**src/rtl/mem_port_arbiter_pkg.sv**
```systemverilog
`default_nettype none
// ============================================================================
//  Module   : mem_port_arbiter_pkg
//  Brief    : Shared memory-bus definitions. Holds the access-width codes and
//             the arbiter FSM encoding. The UART DMA and the CPU ports use the
//             same definitions.
//  Revision : 1.0  initial release
// ============================================================================
package mem_port_arbiter_pkg;

    typedef logic [1:0] mem_acc_t;

    localparam mem_acc_t MEM_ACC_8  = 2'b00;
    localparam mem_acc_t MEM_ACC_16 = 2'b01;
    localparam mem_acc_t MEM_ACC_32 = 2'b10;

    typedef enum logic [1:0] {
        ST_IDLE   = 2'd0,
        ST_ACCESS = 2'd1,
        ST_DONE   = 2'd2
    } arb_state_t;

    // Round-robin successor of a grant index, wrapping n-1 -> 0.
    function automatic int rr_wrap(input int idx, input int n);
        return (idx + 1 >= n) ? 0 : idx + 1;
    endfunction

endpackage : mem_port_arbiter_pkg
`default_nettype wire

```
**src/rtl/mem_port_arbiter_if.sv**
```systemverilog
`default_nettype none
// ============================================================================
//  Module   : mem_port_arbiter_if
//  Brief    : Requester-side and memory-side bus bundle of the arbiter.
//             The "master" modport is the arbiter's view. The "slave" modport
//             is the view of the surrounding requesters and memory.
//  Revision : 1.0  initial release
// ============================================================================
interface mem_port_arbiter_if
    import mem_port_arbiter_pkg::*;
#(
    parameter int M_WIDTH = 32,
    parameter int NUM_REQ = 3,
    parameter int GNT_W   = 2
) ();

    // requester side, port i occupies slice [i*W +: W]
    logic [NUM_REQ-1:0]         req;
    logic [NUM_REQ-1:0]         req_we;
    logic [NUM_REQ*M_WIDTH-1:0] req_addr;
    logic [NUM_REQ*2-1:0]       req_width;
    logic [NUM_REQ*M_WIDTH-1:0] req_wdata;
    logic [NUM_REQ-1:0]         req_ready;
    logic [M_WIDTH-1:0]         req_rdata;
    logic [GNT_W-1:0]           gnt_id;

    // downstream memory side
    logic                       mem_req;
    logic                       mem_we;
    logic [M_WIDTH-1:0]         mem_addr;
    mem_acc_t                   mem_width;
    logic [M_WIDTH-1:0]         mem_wdata;
    logic [M_WIDTH-1:0]         mem_rdata;
    logic                       mem_ready;

    modport master (
        input  req, req_we, req_addr, req_width, req_wdata, mem_rdata, mem_ready,
        output req_ready, req_rdata, gnt_id,
               mem_req, mem_we, mem_addr, mem_width, mem_wdata
    );

    modport slave (
        output req, req_we, req_addr, req_width, req_wdata, mem_rdata, mem_ready,
        input  req_ready, req_rdata, gnt_id,
               mem_req, mem_we, mem_addr, mem_width, mem_wdata
    );

endinterface : mem_port_arbiter_if
`default_nettype wire

```
**src/rtl/mem_port_arbiter_rr_picker.sv**
```systemverilog
`default_nettype none
// ============================================================================
//  Module   : mem_port_arbiter_rr_picker
//  Brief    : Combinational round-robin picker. Finds the first request at or
//             above rr_ptr, wrapping past NUM_REQ-1 to 0. The request vector
//             is duplicated and masked, then priority-encoded, so the wrap
//             needs no separate second pass.
//  Revision : 1.0  initial release
// ============================================================================
module mem_port_arbiter_rr_picker #(
    parameter int NUM_REQ = 3,
    parameter int GNT_W   = 2
) (
    input  logic [NUM_REQ-1:0] req,
    input  logic [GNT_W-1:0]   rr_ptr,
    output logic               any,
    output logic [GNT_W-1:0]   gnt
);

    logic [2*NUM_REQ-1:0] w_dbl;
    logic [2*NUM_REQ-1:0] w_mask;
    logic [2*NUM_REQ-1:0] w_masked;

    assign w_dbl    = {req, req};
    assign w_masked = w_dbl & w_mask;
    assign any      = |req;

    // Keep only positions at or above rr_ptr. The upper copy supplies the wrapped-around ports.
    always_comb begin
        w_mask = '0;
        for (int i = 0; i < 2*NUM_REQ; i++) begin
            w_mask[i] = (i >= int'(rr_ptr));
        end
    end

    // Lowest set masked bit wins. Its position modulo NUM_REQ is the port index.
    always_comb begin
        gnt = '0;
        for (int i = 2*NUM_REQ-1; i >= 0; i--) begin
            if (w_masked[i]) begin
                gnt = GNT_W'(i % NUM_REQ);
            end
        end
    end

endmodule : mem_port_arbiter_rr_picker
`default_nettype wire

```
**src/rtl/mem_port_arbiter.sv**
```systemverilog
`default_nettype none
// ============================================================================
//  Module   : mem_port_arbiter
//  Brief    : Shares one memory bus among NUM_REQ requesters. The grant is
//             round-robin and only one transaction is in flight at a time.
//             The grant and the winner's request are latched in IDLE. ACCESS
//             drives the downstream port from those latches until mem_ready.
//             DONE pulses the winner's ready. Read data stays held until the
//             next completion.
//  Revision : 1.0  initial release
// ============================================================================
module mem_port_arbiter #(
    parameter int M_WIDTH = 32,
    parameter int NUM_REQ = 3,
    parameter int GNT_W   = 2
) (
    input  logic              clk,
    input  logic              rst_n,
    mem_port_arbiter_if.master bus
);

    import mem_port_arbiter_pkg::*;

    arb_state_t         r_state;
    arb_state_t         w_next;
    logic [GNT_W-1:0]   r_rr_ptr;
    logic [GNT_W-1:0]   r_gnt;
    logic [GNT_W-1:0]   w_pick;
    logic               w_any;
    logic               w_grant;
    logic               w_capture;
    logic               w_mem_req;
    logic               w_ready_pulse;

    logic               r_we;
    logic [M_WIDTH-1:0] r_addr;
    mem_acc_t           r_width;
    logic [M_WIDTH-1:0] r_wdata;
    logic [M_WIDTH-1:0] r_rdata;

    mem_port_arbiter_rr_picker #(
        .NUM_REQ (NUM_REQ),
        .GNT_W   (GNT_W)
    ) u_picker (
        .req    (bus.req),
        .rr_ptr (r_rr_ptr),
        .any    (w_any),
        .gnt    (w_pick)
    );

    // State register. Reset aborts any access at once.
    always_ff @(posedge clk or negedge rst_n) begin
        if (!rst_n) begin
            r_state <= ST_IDLE;
        end else begin
            r_state <= w_next;
        end
    end

    // Next-state and control decode.
    always_comb begin
        w_next        = r_state;
        w_grant       = 1'b0;
        w_capture     = 1'b0;
        w_mem_req     = 1'b0;
        w_ready_pulse = 1'b0;
        case (r_state)
            ST_IDLE: begin
                if (w_any) begin
                    w_grant = 1'b1;
                    w_next  = ST_ACCESS;
                end
            end
            ST_ACCESS: begin
                w_mem_req = 1'b1;
                if (bus.mem_ready) begin
                    w_capture = 1'b1;
                    w_next    = ST_DONE;
                end
            end
            ST_DONE: begin
                w_ready_pulse = 1'b1;
                w_next        = ST_IDLE;
            end
            default: begin
                w_next = ST_IDLE;
            end
        endcase
    end

    // Latch the winning request and advance the pointer. Capture read data on completion.
    always_ff @(posedge clk or negedge rst_n) begin
        if (!rst_n) begin
            r_rr_ptr <= '0;
            r_gnt    <= '0;
            r_we     <= 1'b0;
            r_addr   <= '0;
            r_width  <= MEM_ACC_8;
            r_wdata  <= '0;
            r_rdata  <= '0;
        end else begin
            if (w_grant) begin
                r_gnt    <= w_pick;
                r_rr_ptr <= GNT_W'(rr_wrap(int'(w_pick), NUM_REQ));
                r_we     <= bus.req_we[w_pick];
                r_addr   <= bus.req_addr[w_pick*M_WIDTH +: M_WIDTH];
                r_width  <= bus.req_width[w_pick*2 +: 2];
                r_wdata  <= bus.req_wdata[w_pick*M_WIDTH +: M_WIDTH];
            end
            if (w_capture) begin
                r_rdata <= bus.mem_rdata;
            end
        end
    end

    // One-hot completion pulse, steered by the latched grant.
    generate
        for (genvar gi = 0; gi < NUM_REQ; gi++) begin : g_ready
            assign bus.req_ready[gi] = w_ready_pulse && (r_gnt == GNT_W'(gi));
        end
    endgenerate

    assign bus.req_rdata = r_rdata;
    assign bus.gnt_id    = r_gnt;
    assign bus.mem_req   = w_mem_req;
    assign bus.mem_we    = r_we;
    assign bus.mem_addr  = r_addr;
    assign bus.mem_width = r_width;
    assign bus.mem_wdata = r_wdata;

endmodule : mem_port_arbiter
`default_nettype wire
```
**src/flat_wrapper.sv**
```systemverilog
// flat-port wrapper written by rule: the top's interface ports become plain ports
module mem_port_arbiter_flat import mem_port_arbiter_pkg::*;
#(
    parameter int M_WIDTH = 32,
    parameter int NUM_REQ = 3,
    parameter int GNT_W   = 2
)
  (clk, rst_n, bus_req, bus_req_we, bus_req_addr, bus_req_width, bus_req_wdata, bus_mem_rdata, bus_mem_ready, bus_req_ready, bus_req_rdata, bus_gnt_id, bus_mem_req, bus_mem_we, bus_mem_addr, bus_mem_width, bus_mem_wdata);
  mem_port_arbiter_if #(.M_WIDTH(M_WIDTH), .NUM_REQ(NUM_REQ), .GNT_W(GNT_W)) bus_i ();
  input  logic clk;
  input  logic rst_n;
  input wire logic [$bits(bus_i.req)-1:0] bus_req;
  input wire logic [$bits(bus_i.req_we)-1:0] bus_req_we;
  input wire logic [$bits(bus_i.req_addr)-1:0] bus_req_addr;
  input wire logic [$bits(bus_i.req_width)-1:0] bus_req_width;
  input wire logic [$bits(bus_i.req_wdata)-1:0] bus_req_wdata;
  input wire logic [$bits(bus_i.mem_rdata)-1:0] bus_mem_rdata;
  input wire logic [$bits(bus_i.mem_ready)-1:0] bus_mem_ready;
  output wire logic [$bits(bus_i.req_ready)-1:0] bus_req_ready;
  output wire logic [$bits(bus_i.req_rdata)-1:0] bus_req_rdata;
  output wire logic [$bits(bus_i.gnt_id)-1:0] bus_gnt_id;
  output wire logic [$bits(bus_i.mem_req)-1:0] bus_mem_req;
  output wire logic [$bits(bus_i.mem_we)-1:0] bus_mem_we;
  output wire logic [$bits(bus_i.mem_addr)-1:0] bus_mem_addr;
  output wire logic [$bits(bus_i.mem_width)-1:0] bus_mem_width;
  output wire logic [$bits(bus_i.mem_wdata)-1:0] bus_mem_wdata;
  assign bus_i.req = bus_req;
  assign bus_i.req_we = bus_req_we;
  assign bus_i.req_addr = bus_req_addr;
  assign bus_i.req_width = bus_req_width;
  assign bus_i.req_wdata = bus_req_wdata;
  assign bus_i.mem_rdata = bus_mem_rdata;
  assign bus_i.mem_ready = bus_mem_ready;
  assign bus_req_ready = bus_i.req_ready;
  assign bus_req_rdata = bus_i.req_rdata;
  assign bus_gnt_id = bus_i.gnt_id;
  assign bus_mem_req = bus_i.mem_req;
  assign bus_mem_we = bus_i.mem_we;
  assign bus_mem_addr = bus_i.mem_addr;
  assign bus_mem_width = bus_i.mem_width;
  assign bus_mem_wdata = bus_i.mem_wdata;
  mem_port_arbiter #(.M_WIDTH(M_WIDTH), .NUM_REQ(NUM_REQ), .GNT_W(GNT_W)) u_core (.clk(clk), .rst_n(rst_n), .bus(bus_i));
endmodule
```
**config.mk**
```make
export PLATFORM = sky130hd
export DESIGN_NAME = mem_port_arbiter_flat
export DESIGN_NICKNAME = d
export VERILOG_FILES = /design/src/rtl/mem_port_arbiter_pkg.sv /design/src/rtl/mem_port_arbiter_if.sv /design/src/rtl/mem_port_arbiter_rr_picker.sv /design/src/rtl/mem_port_arbiter.sv /design/src/flat_wrapper.sv
export SDC_FILE = /design/constraint.sdc
export NUM_CORES = 1
export LEC_CHECK = 0
export CORE_AREA = 2 2 133 135
export CTS_CLUSTER_SIZE = 40
export DETAILED_ROUTE_END_ITERATION = 12
export DIE_AREA = 0 0 135 137
export HOLD_SLACK_MARGIN = 0.05
export PLACE_DENSITY = 0.68
export REMOVE_ABC_BUFFERS = 1
export SLEW_MARGIN = 5
export SYNTH_ARGS = -nofsm -noshare
export SYNTH_HDL_FRONTEND = slang
export SYNTH_SLANG_ARGS = --single-unit
```
**constraint.sdc**
```tcl
create_clock -name clk -period 2.05 [get_ports clk]
set_clock_uncertainty 0.05 [all_clocks]
set_input_delay 0.3075 -clock clk [delete_from_list [all_inputs] [get_ports clk]]
set_output_delay 0.3075 -clock clk [all_outputs]
set_load 0.03 [all_outputs]
```
# == Word-level counts from Yosys, hierarchy flattened ==
# Cells that the tools add are included.
# Widths: inputs -> output; s select.
# totals
n_memories,0
latch_bits,0
mem_bits_ro,0
ramBits,0
in_bits,239
ff_bits,105
# classes
eq_ne,6
bitwise_logic,1
n_mux,18
add_sub_neg,1
div_mod_pow,0
order_cmp,5
n_reduce_logical,7
shifts,3
n_mul,0
# op_table
cell,count
$shiftx 96x8->32,2
$mux 2,9
$mux 1,7
$and 6x6->6,1
$shiftx 6x4->2,1
$eq 2x1->1 const B,2
$eq 2x2->1 const B,2
$ge 1x2->1 const A,2
$logic_not 2->1,2
$ne 2x2->1 const B,2
$pmux 2 s2,1
$add 2x1->3 const B,1
$ge 3x2->1 const B,1
$logic_and 1x1->1,3
$lt 2x3->1 const B,1
$reduce_or 3->1,1
$bmux 1 s2,1
$ge 2x2->1 const A,1
$reduce_and 2->1,1

# == Depth between registers and ports, before layout ==
# Gate-level depths: netlist (run 1).
# depth
word_depth,11
ltp_mapped,8
mapped_depth_nobuf,5

# == Hierarchy ==
# From an unflattened synthesis (run 1), not the netlist that was laid out.
# hier_totals
cells_unflattened,506
area_unflattened_um2,5427.7
# by_module_without_submodules
mod,cells_per_inst,n_inst,area_each_um2
mem_port_arbiter,498,1,5370.2
mem_port_arbiter_rr_picker,8,1,57.6

# == Worst setup path before layout (run 1) ==
# No wires, ideal clock.
# synth_path
path_kind,flip-flop to flip-flop
from,reg u_core.r_state[1]
to,"reg u_core.r_rdata[10], in the netlist u_core.bus.req_rdata[10]"
path_buffers,1
setup_ns,0.125
arrival_time_ns,1.651
stages_incl_launch_ff,5
period_less_slack_ns,1.826
slack_ns,0.224
cell_sequence,dfrtp_1 nor2b_1 nand2_1 buf_2 mux2_2
# synth_between
elab_chain_len,2
# synth_lines
element,line,source
"start, declared",mem_port_arbiter.sv:24,arb_state_t r_state;
"start signal, assigned",mem_port_arbiter.sv:56,r_state <= w_next;
$eq 2x1->1,mem_port_arbiter.sv:67,case (r_state)
$mux 1,mem_port_arbiter.sv:67,
"end signal, assigned",mem_port_arbiter.sv:111,r_rdata <= bus.mem_rdata;
"end, declared",mem_port_arbiter.sv:39,logic [M_WIDTH-1:0] r_rdata;
# No other way between the ends.
# A chain may end at the register's enable or synchronous reset.

# == Worst setup path after layout (run 1) ==
# layout_path
from,"reg u_core.r_gnt[1], in the netlist u_core.bus.gnt_id[1]"
to,out bus_gnt_id[1]
# layout_lines
element,line,source
"start, declared",mem_port_arbiter.sv:27,logic [GNT_W-1:0] r_gnt;
"start signal, assigned",mem_port_arbiter.sv:103,r_gnt <= w_pick;
"end, declared",flat_wrapper.sv:21,output wire logic [$bits(bus_i.gnt_id)-1:0] bus_gnt_id;
# No word-level cell between the ends.

==> results of run 1 <==
-- flip-flops by register name (all words and copies together), names as in the netlist --
| register | flops |
|---|---|
| u_core.bus.mem_addr | 32 |
| u_core.bus.mem_wdata | 32 |
| u_core.bus.req_rdata | 32 |
| u_core.bus.gnt_id | 2 |
| u_core.bus.mem_width | 2 |
| u_core.r_rr_ptr | 2 |
| u_core.r_state | 2 |
| u_core.bus.mem_we | 1 |
-- per-stage QoR --
stage	power [µW]	cell area, µm²
3_5_place_dp	12000	8720
2_1_floorplan	8080	4710
5_1_grt	14500	9040
4_1_cts	13900	9040
3_3_place_gp	11800	8720
6_report	13800	9040
-- cell families after synthesis --
family                 synth area share [%]
AO/OA/AOI/OAI                          20.9
flip-flops                             53.4
multiplexers                           16.7
AND/OR/NAND/NOR                        4.60
buffers and inverters                  4.45
-- power breakdown --
group	leakage, µW	switching, µW	internal [µW]
Combinational	0.00214	4560	3590
Clock	0.000157	881	988
Sequential	0.00126	611	3130
-- layout make-up --
cell class	instances	area share, %
multi-input cells	286	23.3
repair buffers	361	40.9
inverters	2	0.0830
clock buffers	9	2.49
clock inverters	7	1.05
well taps	225	3.11
flip-flops and latches	105	29.1
-- cells in the final DEF (no fill, tap or decap), types with 2 or more instances in the layout --
cell             Yosys  layout
o22ai_1             21      21
buf_12               0      11
o21ai_1             67      67
o21ai_0              2       2
dfrtp_1            105     105
inv_8                0       2
nand2_1             27      26
mux2_2              32      32
nand2b_1             3       3
inv_6                0       2
clkdlybuf4s50_1      0     338
buf_4                1       7
a22o_1               2       2
inv_1                2       2
mux2i_1             46      46
nor3b_1              2       2
a32oi_1             46      46
and2_1               2       2
clkbuf_16            0       9
a21oi_1             22      22
nand2_2              1       2
dlygate4sd2_1        0       3
-- metal layers --
| layer | up-vias | wire, µm |
|---|---|---|
| met2 | 214 | 9690 |
| li1 | 2313 | - |
| met4 | 0 | 529 |
| met5 | - | 0 |
| met3 | 38 | 1390 |
| met1 | 2379 | 7030 |
-- worst max-delay path by stage --
stage | start | end | slack [ps] | cells after the start
floorplan | u_core.r_state[0] | u_core.bus.mem_addr[10] | -2220 | 4
global placement | bus_req[0] | u_core.bus.mem_addr[23] | -30 | 6
detailed placement | bus_req[0] | u_core.bus.mem_addr[13] | -50 | 6
CTS | u_core.r_state[0] | bus_req_ready[1] | 60 | 3
global route | u_core.r_state[0] | bus_req_ready[2] | 80 | 3
finish | u_core.bus.gnt_id[1] | bus_gnt_id[1] | 150 | 1
-- timing repair --
item,CTS,global route
resized for setup,4,3
hold endpoints to repair,105,0
hold buffers,1,0
endpoints found under the setup margin,4,1
cloned,0,0
==> results.toml, run 1 <==
[run_status]
status = "complete, no violations"

[critical_path]
slowest_delay_ps = 770
slowest_stage = "clkdlybuf4s50_1"
critPathKind = "reg2out"
endpoint_kind = "output pin"
required_ps = 1690
reg2reg_from = "u_core.r_rr_ptr[1]"
start_kind = "flip-flop"
reg2reg_depth = 6
crit_chain = "clkdlybuf4s50_1"
crit_family = "buffers and inverters"
reg2reg_setup_slack_ps = 170
arrival_ps = 1540
cp_max_fo = 5
worstReg2RegEnd = "u_core.bus.mem_addr[13]"
crit_buf_inv = 1

[sta]
worstMarginPinSlew_ps = 596
setup-violations-final = 0
drv_slew = 0
setup_tns_ps = 0
rsz0062_at_grt = "false"
holdWs_ps = 440
hold_viol_final = 0
final.min_clock_period_ps = 1900
worst_slack_ps = 153
fmax_mhz = 527
max-slew-margin-rel_pct = 60.3
fin_crit_sh_pct = 92.5

[synthesis]
yosys_warnings = 0
synthCells = 432
async_reset_ff_share_pct = 100
synthTopCellsByArea = "dfrtp_1 (53%), mux2i_1 (9.3%), a32oi_1 (8.2%)"
avgSynthCellArea_um2 = 11.4
yosysSeqAreaShare_pct = 53.4
synth-seq-cells = 105
netlist_top_cells_count = "dfrtp_1 (105), o21ai_1 (67), a32oi_1 (46), mux2i_1 (46), mux2_2 (32)"
synth.top_cell.area_share_pct = 53.4
synth_area_um2 = 4920
synth-edff-count = 0
synth_area_leader_cell = "dfrtp_1"
synth_cell_types = 33
synth_most_common_cell = "dfrtp_1"
ys.flop_type = "dfrtp_1"

[clocking]
cts_tree = "done"
clk_path_buf_depth = 2
htree_levels = 3
path_clk_slew_ps = 80
insertion_delay_ps = 350
cts_root_buf = "clkbuf_16"
cts_num_sinks = 105
cts_buffers = 9
cts_setup_buffers = 0

[final_layout]
nets = 1004
antenna_cells = 0
area_delta_synth_final_pct = 83.6
drive_gt1_share_pct = 9.61
fin_util_pct = 53.0
multi_input_area_um2 = 2110
n_fill_cell = 1520
register_area_um2 = 2630
finalNonFillerCells = 995

[floorplan]
die_area_um2 = 18500
die_h_um = 137
ios = 344
die_w_um = 135
rows = 48
core_area_um2 = 17100
start_util_pct = 28.9

[global_routing]
busiest_layer = "met2"
grt_use_total_pct = 19.5
use_met3_pct = 5.15
grt_overflow = 0
grt_pass1_vias = 5136
grt_max_degree = 106
grt_pass1_wl_mm = 27.8
grtUsageMet1_pct = 22.8
grtUsageMet2_pct = 33.7
grt_antenna_before_repair = 0

[flow_run]
cap_violations = 0

[placement]
place.port_buffers = 343
dp_slack_ps = -49.0
dp_hpwl_mm = 13.9
gp_congestion = 0.854
dp_cells = 978

[power]
p_per_area_nw_per_um2 = 1520
cellLeakagePower_uw = 0.00355
vdd_drop_max_uv = 967

[min_path]
worstHoldPathCells = 2
hold_path_class = "reg2reg"
hold_end = "u_core.bus.mem_addr[18]"
hp-start = "u_core.bus.mem_addr[18]"

[route]
wl_per_cell_um = 18.7
drc_errors = 0
drt_iter0_markers = 252
routed_wl_mm = 18.6
num_vias = 4944
viasPerCell = 4.97
dr.pass1.iters = 5
ant_nets = 0
(Power assumes the default switching activity.)
==> inputs of run 2 (changes only) <==
--- a/config.mk
+++ b/config.mk
@@ -10,7 +10,7 @@
 export DETAILED_ROUTE_END_ITERATION = 12
 export DIE_AREA = 0 0 135 137
 export HOLD_SLACK_MARGIN = 0.05
-export PLACE_DENSITY = 0.68
+export PLACE_DENSITY_LB_ADDON = 0.1
 export REMOVE_ABC_BUFFERS = 1
 export SLEW_MARGIN = 5
 export SYNTH_ARGS = -nofsm -noshare
==> run 2 against run 1 <==
Against the previous run: clock power shrank 3%; global-route usage about the same; critical path type unchanged; flip-flop and latch count is the same; final cell count increased by 0.70%; non-clock buffer count grew 7; critical path depth increased by 2; count of clock-buffer cells in the layout is the same; setup slack worse by 34 ps.
==> results.toml, run 2 (synthesized netlist as in run 1, its figures left out) <==
[placement]
dp_hpwl_mm = 13.6
dp_slack_ps = 6.29
place.port_buffers = 343
gp_congestion = 0.833
place_area_um2 = 8810

[global_routing]
grt_overflow = 0
grt_pass1_wl_mm = 28.0
grt_use_total_pct = 19.5
grt_max_degree = 49
grt_antenna_before_repair = 0
grt_pass1_vias = 5177

[clocking]
path_clk_slew_ps = 80
cts_setup_buffers = 0
insertion_delay_ps = 340
cts_buffers = 9
cts_root_buf = "clkbuf_16"
clk_path_buf_depth = 2
cts_tree = "done"
cts_num_sinks = 105
htree_levels = 3

[final_layout]
final_common_cell = "clkdlybuf4s50_1"
design_area_um2 = 9120
final_cell_mix = "clkdlybuf4s50_1 (338), dfrtp_1 (105), o21ai_1 (67), mux2i_1 (46), a32oi_1 (46)"
antenna_cells = 0
nets = 1011
area_delta_synth_final_pct = 85.3
drive_gt1_share_pct = 10.3
fin_util_pct = 53.5

[floorplan]
start_util_pct = 28.9
die_h_um = 137
die_area_um2 = 18500
ios = 344
rows = 48
core_area_um2 = 17100
die_w_um = 135

[power]
cellInternalPower_uw = 7730
pwr-share-comb_pct = 59.6
p_sw_uw = 5960
power.share.switching_pct = 43.5
p_per_area_nw_per_um2 = 1500
clock_power_share_pct = 13.3
seq_power_share_pct = 27.1
vdd_drop_max_uv = 758
cellLeakagePower_uw = 0.00360

[route]
ant_nets = 0
drt_iter0_markers = 219
dr.pass1.iters = 4
drc_errors = 0
viasPerCell = 4.95
num_vias = 4956
wl_per_cell_um = 18.3
routed_wl_mm = 18.4

[critical_path]
start_kind = "flip-flop"
arrival_ps = 1570
crit_chain = "nand2b_1 -> nor3b_1 -> dlygate4sd2_1"
cp_max_fo = 3
slowest_delay_ps = 440
slowest_stage = "dlygate4sd2_1"
endpoint_kind = "output pin"
critPathKind = "reg2out"
required_ps = 1690

[sta]
fin_crit_sh_pct = 94.2
fmax_mhz = 518
max-slew-margin-rel_pct = 61.4
drv_slew = 0
hold_viol_final = 0
worst_slack_ps = 119
rsz0062_at_grt = "false"
setup_tns_ps = 0
setup-violations-final = 0
worstMarginPinSlew_ps = 580
final.min_clock_period_ps = 1930
holdWs_ps = 415

[min_path]
hold_path_class = "in2async"

[flow_run]
cap_violations = 0

[run_status]
status = "complete, no violations"
==> run 2: changes by cell type in the layout (fill, tap and decap cells not counted) <==
| cell | before | now |
|---|---|---|
| buf_12 | 11 | 14 |
| buf_4 | 7 | 11 |
| clkbuf_2 | 1 | 0 |
| clkinv_4 | 1 | 3 |
| clkinv_8 | 1 | 0 |
| dlygate4sd2_1 | 3 | 4 |
| inv_8 | 2 | 1 |
==> run 2: worst paths after layout <==
| kind | depth (start not counted) | slack, ps | end | start |
|---|---|---|---|---|
| max | 3 | 120 | bus_req_ready[2] | u_core.r_state[0] |
| min | 2 | 410 | u_core.bus.req_rdata[16] | rst_n |
| max reg2reg | 7 | 250 | u_core.bus.mem_addr[29] | u_core.r_rr_ptr[1] |
| min reg2reg | 2 | 440 | u_core.bus.mem_addr[17] | u_core.bus.mem_addr[17] |
| max in group asynchronous | 3 | 880 | u_core.bus.mem_addr[7] | rst_n |
| min in group clk | 2 | 440 | u_core.bus.mem_addr[17] | u_core.bus.mem_addr[17] |
==> run 2: through the flow <==
| stage | power (µW) | instances |
|---|---|---|
| floorplan | 8080 | 393 |
| global placement | 11900 | 985 |
| detailed placement | 12000 | 985 |
| CTS | 13900 | 1002 |
| global route | 14500 | 1002 |
| finish | 13700 | 1002 |
==> run 2: area by class of cell <==
cell class / count / area (µm²)
Tap cell: 225 / 282
Timing Repair Buffer: 368 / 3790
Fill cell: 1517 / 7930
Multi-Input combinational cell: 286 / 2110
Sequential cell: 105 / 2630
Inverter: 2 / 7.51
Clock buffer: 9 / 225
Clock inverter: 7 / 85.1
==> run 2: power by group through the flow <==
stage	logic (µW)	registers [µW]	clock network (µW)
global route	8710	3860	1970
finish	8160	3720	1820
detailed placement	8260	3750	0
global placement	8140	3720	0
floorplan	2380	5690	0
CTS	8260	3720	1900
==> run 2: critical path: cells and delay by family, from the launching register on <==
kind          cells  cell delay (ps)
flops             1              390
buf+inv           1              440
simple gates      2              400
==> run 2: repair_timing <==
action	in CTS	in global routing
gates resized for setup	4	0
hold endpoints to repair	36	0
endpoints found under the setup margin	4	0
hold buffers	1	0
==> run 2: routing by layer <==
layer	part of all wire, %	track usage (%)	up-vias
met4	3.6	9.43	0
met1	38	22.4	2386
met3	6.9	4.19	40
li1	-	-	2330
met5	0	0	-
met2	51	34.4	200
==> inputs of run 3 (changes only) <==
--- a/config.mk
+++ b/config.mk
@@ -11,6 +11,7 @@
 export DIE_AREA = 0 0 135 137
 export HOLD_SLACK_MARGIN = 0.05
 export PLACE_DENSITY_LB_ADDON = 0.1
+export RECOVER_POWER = 50
 export REMOVE_ABC_BUFFERS = 1
 export SLEW_MARGIN = 5
 export SYNTH_ARGS = -nofsm -noshare
==> run 3 against run 2 <==
Against the previous run: final cell count unchanged; critical path type unchanged; critical path depth unchanged; combinational power decreased by 0.6%.
==> results.toml, run 3 (synthesized netlist as in run 1, its figures left out) <==
[final_layout]
finalNonFillerCells = 1002
area_delta_synth_final_pct = 84.6
antenna_cells = 0
design_area_um2 = 9090
final_common_cell = "clkdlybuf4s50_1"
drive_gt1_share_pct = 10.0
nets = 1011
final_cell_mix = "clkdlybuf4s50_1 (337), dfrtp_1 (105), o21ai_1 (58), mux2i_1 (46), a32oi_1 (46)"
n_fill_cell = 1523

[clocking]
cts_num_sinks = 105
cts_root_buf = "clkbuf_16"
cts_tree = "done"
cts_buffers = 9
path_clk_slew_ps = 80
cts_setup_buffers = 0
insertion_delay_ps = 350
htree_levels = 3
clk_path_buf_depth = 2

[sta]
fin_crit_sh_pct = 94.2
hold_viol_final = 0
fmax_mhz = 518
final.min_clock_period_ps = 1930
drv_slew = 0
max-slew-margin-rel_pct = 34.6
rsz0062_at_grt = "false"
worstMarginPinSlew_ps = 981
setup-violations-final = 0
setup_tns_ps = 0

[flow_run]
cap_violations = 0

[power]
cellLeakagePower_uw = 0.00359
vdd_drop_max_uv = 758
p_per_area_nw_per_um2 = 1500

[critical_path]
arrival_ps = 1570
endpoint_kind = "output pin"
start_kind = "flip-flop"
required_ps = 1690
critPathKind = "reg2out"
cp_max_fo = 3

[route]
wl_per_cell_um = 18.3
drt_iter0_markers = 207
ant_nets = 0
num_vias = 4940
drc_errors = 0
dr.pass1.iters = 4
viasPerCell = 4.93
routed_wl_mm = 18.4

[floorplan]
start_util_pct = 28.9
die_h_um = 137
core_area_um2 = 17100
die_w_um = 135
ios = 344
die_area_um2 = 18500
rows = 48

[placement]
place.port_buffers = 343
dp_hpwl_mm = 13.6
gp_congestion = 0.833
place_area_um2 = 8810
dp_cells = 985

[global_routing]
grt_max_degree = 49
use_met3_pct = 4.19
grtUsageMet2_pct = 34.4
grt_use_total_pct = 19.5
busiest_layer = "met2"
grtUsageMet1_pct = 22.4
grt_overflow = 0
grt_antenna_before_repair = 0
grt_pass1_vias = 5177
grt_pass1_wl_mm = 28.0

[run_status]
status = "complete, no violations"

[min_path]
hold_path_class = "reg2reg"
==> run 3: power by group <==
| group | internal (µW) | switching, µW | total (µW) |
|---|---|---|---|
| clock network | 972 | 842 | 1810 |
| logic | 3590 | 4520 | 8110 |
| registers | 3130 | 587 | 3720 |
==> run 3: area by class of cell <==
class / instances / area [µm²] / area share [%]
flip-flops and latches: 105 / 2630 / 28.9
clock inverters: 7 / 85.1 / 0.936
clock buffers: 9 / 225 / 2.48
inverters: 2 / 7.51 / 0.0826
well taps: 225 / 282 / 3.10
repair buffers: 368 / 3760 / 41.4
multi-input cells: 286 / 2100 / 23.1
==> run 3: path summary, 6_finish.rpt <==
path | start | to | slack [ps] | depth (start not counted)
min | u_core.bus.mem_addr[4] | u_core.bus.mem_addr[4] | 430 | 2
max in group asynchronous | rst_n | u_core.bus.mem_wdata[0] | 400 | 3
min in group asynchronous | rst_n | u_core.bus.req_rdata[16] | 600 | 2
min reg2reg | u_core.bus.mem_addr[4] | u_core.bus.mem_addr[4] | 430 | 2
max | u_core.r_state[0] | bus_req_ready[2] | 120 | 3
max reg2reg | u_core.r_rr_ptr[1] | u_core.bus.mem_addr[29] | 210 | 7
==> run 3: what timing repair did <==
action | 4_1_cts | 5_1_grt
setup endpoints to repair | 4 | 0
endpoints found under the hold margin | 36 | 0
gates resized for setup | 4 | 0
hold buffers | 1 | 0
==> run 3: through the flow <==
step,hold WS [ps],total power [µW],util (%),setup WS [ps]
after floorplan,-38.1,8080,-,-2220
after global placement,263,11900,51.6,61.4
after detailed placement,270,12000,51.6,6.29
after CTS,428,13900,53.5,90.2
after global routing,468,14500,53.3,19.0
final,433,13600,53.3,119
==> run 3: worst max-delay path, stage by stage (launching register included) <==
cell and delay [ps]:
dfrtp_1 390, nand2b_1 200, nor3b_1 200, dlygate4sd2_1 440
==> run 3: metal layers <==
metal  wire [µm]  vias up
met5           0        -
met4         659        0
met3        1260       41
met2        9500      202
met1        6950     2370
li1            -     2327
